==> config.mk <==
export PLATFORM = sky130hd
export DESIGN_NAME = projectile_engine_flat
export DESIGN_NICKNAME = d
export VERILOG_FILES = /design/src/rtl/projectile_engine_if.sv /design/src/rtl/projectile_engine.sv /design/src/flat_wrapper.sv
export SDC_FILE = /design/constraint.sdc
export NUM_CORES = 1
export LEC_CHECK = 0
export CAP_MARGIN = 15
export CELL_PAD_IN_SITES_DETAIL_PLACEMENT = 0
export CELL_PAD_IN_SITES_GLOBAL_PLACEMENT = 2
export CORE_MARGIN = 1.5
export CORE_UTILIZATION = 32
export DETAILED_ROUTE_END_ITERATION = 8
export GPL_TIMING_DRIVEN = 0
export PLACE_DENSITY_LB_ADDON = 0.05
export SYNTH_ARGS = -nofsm -noshare
export SYNTH_HDL_FRONTEND = slang
export SYNTH_SLANG_ARGS = --single-unit
==> constraint.sdc <==
create_clock -name frame_clk -period 6.4 [get_ports frame_clk]
set_input_delay 1.28 -clock frame_clk [delete_from_list [all_inputs] [get_ports frame_clk]]
set_output_delay 1.28 -clock frame_clk [all_outputs]
set_load 0.03 [all_outputs]
==> src/rtl/projectile_engine_if.sv <==
// Shell engine bus between a tank controller (master) and its projectile engine (slave).
interface projectile_engine_if;
  logic       shoot;
  logic [1:0] Direction;
  logic [9:0] TankX, TankY, y_component;
  logic [9:0] TargetX, TargetY, TargetS;
  logic [9:0] BulletX, BulletY, BulletS;
  logic       bullet_on, burst_on, hit, busy;

  modport master (
    output shoot, Direction, TankX, TankY, y_component, TargetX, TargetY, TargetS,
    input  BulletX, BulletY, BulletS, bullet_on, burst_on, hit, busy
  );
  modport slave (
    input  shoot, Direction, TankX, TankY, y_component, TargetX, TargetY, TargetS,
    output BulletX, BulletY, BulletS, bullet_on, burst_on, hit, busy
  );
endinterface

==> src/rtl/projectile_engine.sv <==
// One-shell projectile engine: launch latch, per-frame step, hull/screen tests, burst timer.
// Gravity on vy is built only when PROJ_GRAVITY_EN is defined.
module projectile_engine #(
  parameter int X_SPEED      = 4,
  parameter int VY_MAX       = 8,
  parameter int GRAV_DIV     = 4,
  parameter int BURST_FRAMES = 16,
  parameter int SHELL_S      = 2
) (
  input  logic               frame_clk,
  input  logic               Reset_n,
  projectile_engine_if.slave bus
);
  localparam int BCW = $clog2(BURST_FRAMES + 1);
  localparam logic signed [9:0] VX   = 10'(X_SPEED);
  localparam logic signed [9:0] VMAX = 10'(VY_MAX);

  if (X_SPEED < 1 || X_SPEED > 15 || VY_MAX < 1 || GRAV_DIV < 1 || BURST_FRAMES < 1) begin : g_param_check
    $error("projectile_engine: parameter out of range");
  end

  typedef enum logic [1:0] {IDLE, FLIGHT, BURST} state_t;

  state_t                state, state_nx;
  logic [9:0]            bx, by, bx_nx, by_nx;
  logic signed [9:0]     vx, vy, vx_nx, vy_nx, vy_launch;
  logic [BCW-1:0]        bcnt, bcnt_nx;
  logic                  face, hit_r, hit_nx, bullet_r, burst_r, busy_r;
  logic [10:0]           dx, dy, reach;
  logic signed [11:0]    nx, ny;
  logic                  contact, off_screen;
`ifdef PROJ_GRAVITY_EN
  localparam int GCW = $clog2(GRAV_DIV + 1);
  logic [GCW-1:0]        gcnt, gcnt_nx;
`endif

  // Distances use 11 bits so the subtraction never wraps.
  always_comb begin
    dx = (bx >= bus.TargetX) ? {1'b0, bx} - {1'b0, bus.TargetX} : {1'b0, bus.TargetX} - {1'b0, bx};
    dy = (by >= bus.TargetY) ? {1'b0, by} - {1'b0, bus.TargetY} : {1'b0, bus.TargetY} - {1'b0, by};
    reach = 11'(SHELL_S) + {1'b0, bus.TargetS};
    contact = (dx <= reach) && (dy <= reach);
    nx = $signed({2'b00, bx}) + $signed({{2{vx[9]}}, vx});
    ny = $signed({2'b00, by}) + $signed({{2{vy[9]}}, vy});
    off_screen = nx[11] || (nx > 12'sd639) || ny[11] || (ny > 12'sd479);
    if ($signed(bus.y_component) > VMAX)       vy_launch = VMAX;
    else if ($signed(bus.y_component) < -VMAX) vy_launch = -VMAX;
    else                                       vy_launch = $signed(bus.y_component);
  end

  always_comb begin
    state_nx = state;
    bx_nx    = bx;
    by_nx    = by;
    vx_nx    = vx;
    vy_nx    = vy;
    bcnt_nx  = bcnt;
    hit_nx   = 1'b0;
`ifdef PROJ_GRAVITY_EN
    gcnt_nx  = gcnt;
`endif
    case (state)
      IDLE: if (bus.shoot) begin
        state_nx = FLIGHT;
        bx_nx    = bus.TankX;
        by_nx    = bus.TankY;
        vx_nx    = face ? VX : -VX;
        vy_nx    = vy_launch;
`ifdef PROJ_GRAVITY_EN
        gcnt_nx  = '0;
`endif
      end
      FLIGHT: begin
        // Contact on the current position outranks leaving the screen.
        if (contact) begin
          hit_nx   = 1'b1;
          state_nx = BURST;
          bcnt_nx  = '0;
        end else if (off_screen) begin
          state_nx = IDLE;
        end else begin
          bx_nx = nx[9:0];
          by_nx = ny[9:0];
`ifdef PROJ_GRAVITY_EN
          if (gcnt == GCW'(GRAV_DIV - 1)) begin
            gcnt_nx = '0;
            if (vy < VMAX) vy_nx = vy + 10'sd1;
          end else begin
            gcnt_nx = gcnt + 1'b1;
          end
`endif
        end
      end
      BURST: begin
        if (bcnt == BCW'(BURST_FRAMES - 1)) state_nx = IDLE;
        else                                bcnt_nx  = bcnt + 1'b1;
      end
      default: state_nx = IDLE;
    endcase
  end

  always_ff @(posedge frame_clk) begin
    if (!Reset_n) begin
      state    <= IDLE;
      bx       <= '0;
      by       <= '0;
      vx       <= '0;
      vy       <= '0;
      bcnt     <= '0;
      face     <= 1'b1;
      hit_r    <= 1'b0;
      bullet_r <= 1'b0;
      burst_r  <= 1'b0;
      busy_r   <= 1'b0;
`ifdef PROJ_GRAVITY_EN
      gcnt     <= '0;
`endif
    end else begin
      state    <= state_nx;
      bx       <= bx_nx;
      by       <= by_nx;
      vx       <= vx_nx;
      vy       <= vy_nx;
      bcnt     <= bcnt_nx;
      hit_r    <= hit_nx;
      bullet_r <= (state_nx == FLIGHT);
      burst_r  <= (state_nx == BURST);
      busy_r   <= (state_nx != IDLE);
      if (!bus.Direction[1]) face <= bus.Direction[0];
`ifdef PROJ_GRAVITY_EN
      gcnt     <= gcnt_nx;
`endif
    end
  end

  assign bus.BulletX   = bx;
  assign bus.BulletY   = by;
  assign bus.BulletS   = 10'(SHELL_S);
  assign bus.bullet_on = bullet_r;
  assign bus.burst_on  = burst_r;
  assign bus.hit       = hit_r;
  assign bus.busy      = busy_r;
endmodule
==> src/flat_wrapper.sv <==
// flat-port wrapper written by rule: the top's interface ports become plain ports
module projectile_engine_flat 
#(
  parameter int X_SPEED      = 4,
  parameter int VY_MAX       = 8,
  parameter int GRAV_DIV     = 4,
  parameter int BURST_FRAMES = 16,
  parameter int SHELL_S      = 2
)
  (frame_clk, Reset_n, bus_shoot, bus_Direction, bus_TankX, bus_TankY, bus_y_component, bus_TargetX, bus_TargetY, bus_TargetS, bus_BulletX, bus_BulletY, bus_BulletS, bus_bullet_on, bus_burst_on, bus_hit, bus_busy);
  projectile_engine_if bus_i ();
  input  logic frame_clk;
  input  logic Reset_n;
  input wire logic [$bits(bus_i.shoot)-1:0] bus_shoot;
  input wire logic [$bits(bus_i.Direction)-1:0] bus_Direction;
  input wire logic [$bits(bus_i.TankX)-1:0] bus_TankX;
  input wire logic [$bits(bus_i.TankY)-1:0] bus_TankY;
  input wire logic [$bits(bus_i.y_component)-1:0] bus_y_component;
  input wire logic [$bits(bus_i.TargetX)-1:0] bus_TargetX;
  input wire logic [$bits(bus_i.TargetY)-1:0] bus_TargetY;
  input wire logic [$bits(bus_i.TargetS)-1:0] bus_TargetS;
  output wire logic [$bits(bus_i.BulletX)-1:0] bus_BulletX;
  output wire logic [$bits(bus_i.BulletY)-1:0] bus_BulletY;
  output wire logic [$bits(bus_i.BulletS)-1:0] bus_BulletS;
  output wire logic [$bits(bus_i.bullet_on)-1:0] bus_bullet_on;
  output wire logic [$bits(bus_i.burst_on)-1:0] bus_burst_on;
  output wire logic [$bits(bus_i.hit)-1:0] bus_hit;
  output wire logic [$bits(bus_i.busy)-1:0] bus_busy;
  assign bus_i.shoot = bus_shoot;
  assign bus_i.Direction = bus_Direction;
  assign bus_i.TankX = bus_TankX;
  assign bus_i.TankY = bus_TankY;
  assign bus_i.y_component = bus_y_component;
  assign bus_i.TargetX = bus_TargetX;
  assign bus_i.TargetY = bus_TargetY;
  assign bus_i.TargetS = bus_TargetS;
  assign bus_BulletX = bus_i.BulletX;
  assign bus_BulletY = bus_i.BulletY;
  assign bus_BulletS = bus_i.BulletS;
  assign bus_bullet_on = bus_i.bullet_on;
  assign bus_burst_on = bus_i.burst_on;
  assign bus_hit = bus_i.hit;
  assign bus_busy = bus_i.busy;
  projectile_engine #(.X_SPEED(X_SPEED), .VY_MAX(VY_MAX), .GRAV_DIV(GRAV_DIV), .BURST_FRAMES(BURST_FRAMES), .SHELL_S(SHELL_S)) u_core (.frame_clk(frame_clk), .Reset_n(Reset_n), .bus(bus_i));
endmodule
==> summary.md, run 1 <==
| Metric | Value |
|---|---|
| Synthesized cell area | ~5500 µm² |
| Row cnt | 47 |
| Die W | 135 µm |
| Sequential fraction of the synthesis area | 15.9% |
| Initial Util | 33.0% |
| Outcome | completed |
| Syn Area/Cell | 7.95 µm² |
| CP startpoint kind | primary input |
| Hold Crit Class | flop to flop |
| Share of flip-flops with an asynchronous set or reset | 0% |
| Cell taking the most area after synthesis | ha_1 |
| Post-route ant nets | 0 |
| Post-route insts no fill | approximately 1000 |
| Clk_lat worst skew | 0.29 ns |
| CTS tree | built |
| Antenna violations before repair | 0 |
| Number of synthesized flops with an enable pin | 0 |
| Post-synth top cells | ha_1, nand2_1, inv_1 |
| Share of cells above drive strength 1 | 8.58% |
| Final Hold Viols | 0 |
| Global placer's final weighted congestion | roughly 0.84 |
| Antenna Cells | 0 |
| Critical Path RT | roughly 6.6 ns |
| Post-Route Hold Slack | 0.465 ns |
| P per Cell Area | 350 nW/µm² |
| IO Count | 99 |
| Min Tclk post-route | 6.04 ns |
| Final Util | 41.2% |
| Via density per instance | slightly below 5 |
| Worst-path clk slew | around 0.07 ns |
| CORE AREA | 16800 µm² |
| Pre-CTS setup slack | -0.340 ns |
| RSZ-0062 raised after global routing | false |
| Post-Place Cells | 1012 |
| Peak supply drop | 0.150 mV |
| Top_reg_cell synth | dfxtp_1 |
| Setup Skew | 0.00950 ns |
| Distinct cells, synth | 75 |
| Vias in the first global route | ~4900 |
| Via count | approximately 5100 |
| Largest net degree at the start of global routing | 14 |
| Final wirelength | 15700 µm |
| Critical path type | primary input to flop |
| DR iter-0 viols | 161 |
| NumNets Final | 964 |
| Final Cycle Share | 94.3% |
| First drt pass iteration count | 4 |
| TritonCTS buffer count | 5 |
| Synth area leaders | ha_1, dfxtp_1, mux2i_1 |
| MaxCap Viol Count | 0 |
| Sink Count | 44 |
| Arrival @ worst endpoint | 6.26 ns |
| P&R area growth vs syn | 24.8% |
| Worst setup margin | 0.362 ns |
| Longest Clk Path Bufs | 2 |
| Number of synthesis warnings | 0 |
| Synth Register Bits | between 40 and 50 |
| Drt drc | 0 |
| GRT overflow | 0 |
| PortBufs | 87 |
| Final Cell Area | 6910 µm² |
| Dpl hpwl | 13100 µm |
| Slew @ Worst Pin | 0.706 ns |
| Die H | 135 µm |
| Synth Instances | around 700 |
| Top cell type's share of synthesized area | between 20% and 30% |
| First-pass GRT wire length | 25000 µm |
| Pleak | 3.11 nW |
| All-Layer GR Usage | 17.3% |
| Worst slew margin | 52.3% |
| Root Buffer | clkbuf_16 |
| Top-count cell post-synth | ha_1 |
| Area post-placement | 6710 µm² |
| Max-slew violations | 0 |
| Worst Setup End Kind | flop |
| Maximum clock rate | 166 MHz |
| CTS H-tree depth | 2 |
| DIE AREA | ~18000 µm² |
| Crit-path max FO | 10 |
| WL per Instance | ~15 µm |
| Final setup vio count | 0 |
-- cells by family (layout without fill, tap and decap cells) --
family | after synthesis | in the layout | share of synthesized area [%]
simple gates | 204 | 204 | 18.2
compound gates | 164 | 164 | 20.1
buf+inv | 104 | 203 | 8.59
fa+ha+maj | 96 | 96 | 22.5
mux | 48 | 48 | 9.06
flops | 44 | 44 | 15.9
xor+xnor | 35 | 35 | 5.54
other cells | 2 | 10 | 0.136
-- path summary, 6_finish.rpt --
kind	from	to	slack, ns	depth (start not counted)
hold / removal	u_core.vy[2]	u_core.vy[2]	0.47	2
setup reg to reg	u_core.bus.BulletX[1]	u_core.bus.BulletY[2]	1.27	24
setup / recovery	bus_TargetX[1]	u_core.bus.BulletY[2]	0.36	24
hold reg to reg	u_core.vy[2]	u_core.vy[2]	0.47	2
-- registers in the layout, indices dropped and copies added, names as in the netlist, 2 cells and up --
name / flops
u_core.bus.BulletY: 10
u_core.vx: 2
u_core.vy: 10
u_core.bus.BulletX: 10
u_core.bcnt: 5
u_core.state: 2
-- worst max-delay path, cell delays in order --
cell,delay [ns]
clkdlybuf4s50_1,0.57
ha_1,0.28
nor2b_1,0.15
o2111ai_1,0.28
a31oi_2,0.18
a211oi_4,0.34
buf_4,0.21
buf_4,0.12
mux2i_2,0.26
a21boi_4,0.10
o31ai_4,0.22
a31oi_2,0.15
xnor2_1,0.16
ha_1,0.31
a21o_1,0.18
a21o_1,0.17
a21oi_1,0.13
o21ai_0,0.15
a21o_2,0.27
nand4_1,0.09
and2_4,0.15
buf_12,0.13
buf_12,0.15
mux2i_1,0.19
-- per-layer routing --
layer / up-vias / global-route usage, % / wire length (µm)
met4: 0 / 3.11 / 108
met1: 2326 / 24.5 / 7950
met5: - / 0 / 0
met3: 7 / 1.80 / 552
met2: 109 / 28.5 / 7120
li1: 2625 / - / -
-- metrics by stage --
stage / power (mW) / TNS, ns
after floorplan: 1.66 / 0
after global placement: 2.12 / -2.47
after detailed placement: 2.14 / -2.98
after CTS: 2.42 / 0
after global routing: 2.65 / 0
final: 2.42 / 0
-- repair_timing --
item / in CTS / in global routing
gates resized for setup: 0 / 6
buffers inserted: 0 / 4
pin swaps: 1 / 1
hold buffers: 0 / 0
setup endpoints to repair: 3 / 15
-- final cells by class --
cell class / count / area (µm²)
Timing Repair Buffer: 91 / 901
Inverter: 72 / 270
Tap cell: 220 / 275
Sequential cell: 44 / 881
Fill cell: 1746 / 9850
Clock buffer: 6 / 139
Multi-Input combinational cell: 557 / 4230
Buffer: 32 / 206
Clock inverter: 2 / 10.0
-- cell usage in the layout, fill, tap and decap left out, drive strengths merged, types with 11 or more instances in the layout --
cell / Yosys / routed
mux2i: 31 / 31
nor2b: 14 / 14
nor2: 44 / 44
ha: 90 / 90
nand2: 73 / 73
dfxtp: 44 / 44
xnor2: 24 / 24
mux2: 17 / 17
nand3: 15 / 15
buf: 14 / 18
a21oi: 54 / 54
clkbuf: 18 / 24
inv: 71 / 71
o21ai: 32 / 32
xor2: 11 / 11
a21o: 17 / 17
clkdlybuf4s50: 0 / 87
-- power by group --
group | total, mW | internal, mW | switching (mW) | leakage [nW]
sequential | 0.442 | 0.337 | 0.106 | 0.360
combinational | 1.71 | 0.777 | 0.932 | 2.67
clock | 0.265 | 0.154 | 0.111 | 0.0766
total | 2.42 | 1.27 | 1.15 | 3.11
Power figures use the tool's default switching activity.
==> run 2, diff against run 1 <==
--- a/config.mk
+++ b/config.mk
@@ -5,7 +5,6 @@
 export SDC_FILE = /design/constraint.sdc
 export NUM_CORES = 1
 export LEC_CHECK = 0
-export CAP_MARGIN = 15
 export CELL_PAD_IN_SITES_DETAIL_PLACEMENT = 0
 export CELL_PAD_IN_SITES_GLOBAL_PLACEMENT = 2
 export CORE_MARGIN = 1.5
==> results of run 2 <==
Final layout, timing and power as in run 1 (identical DEF).
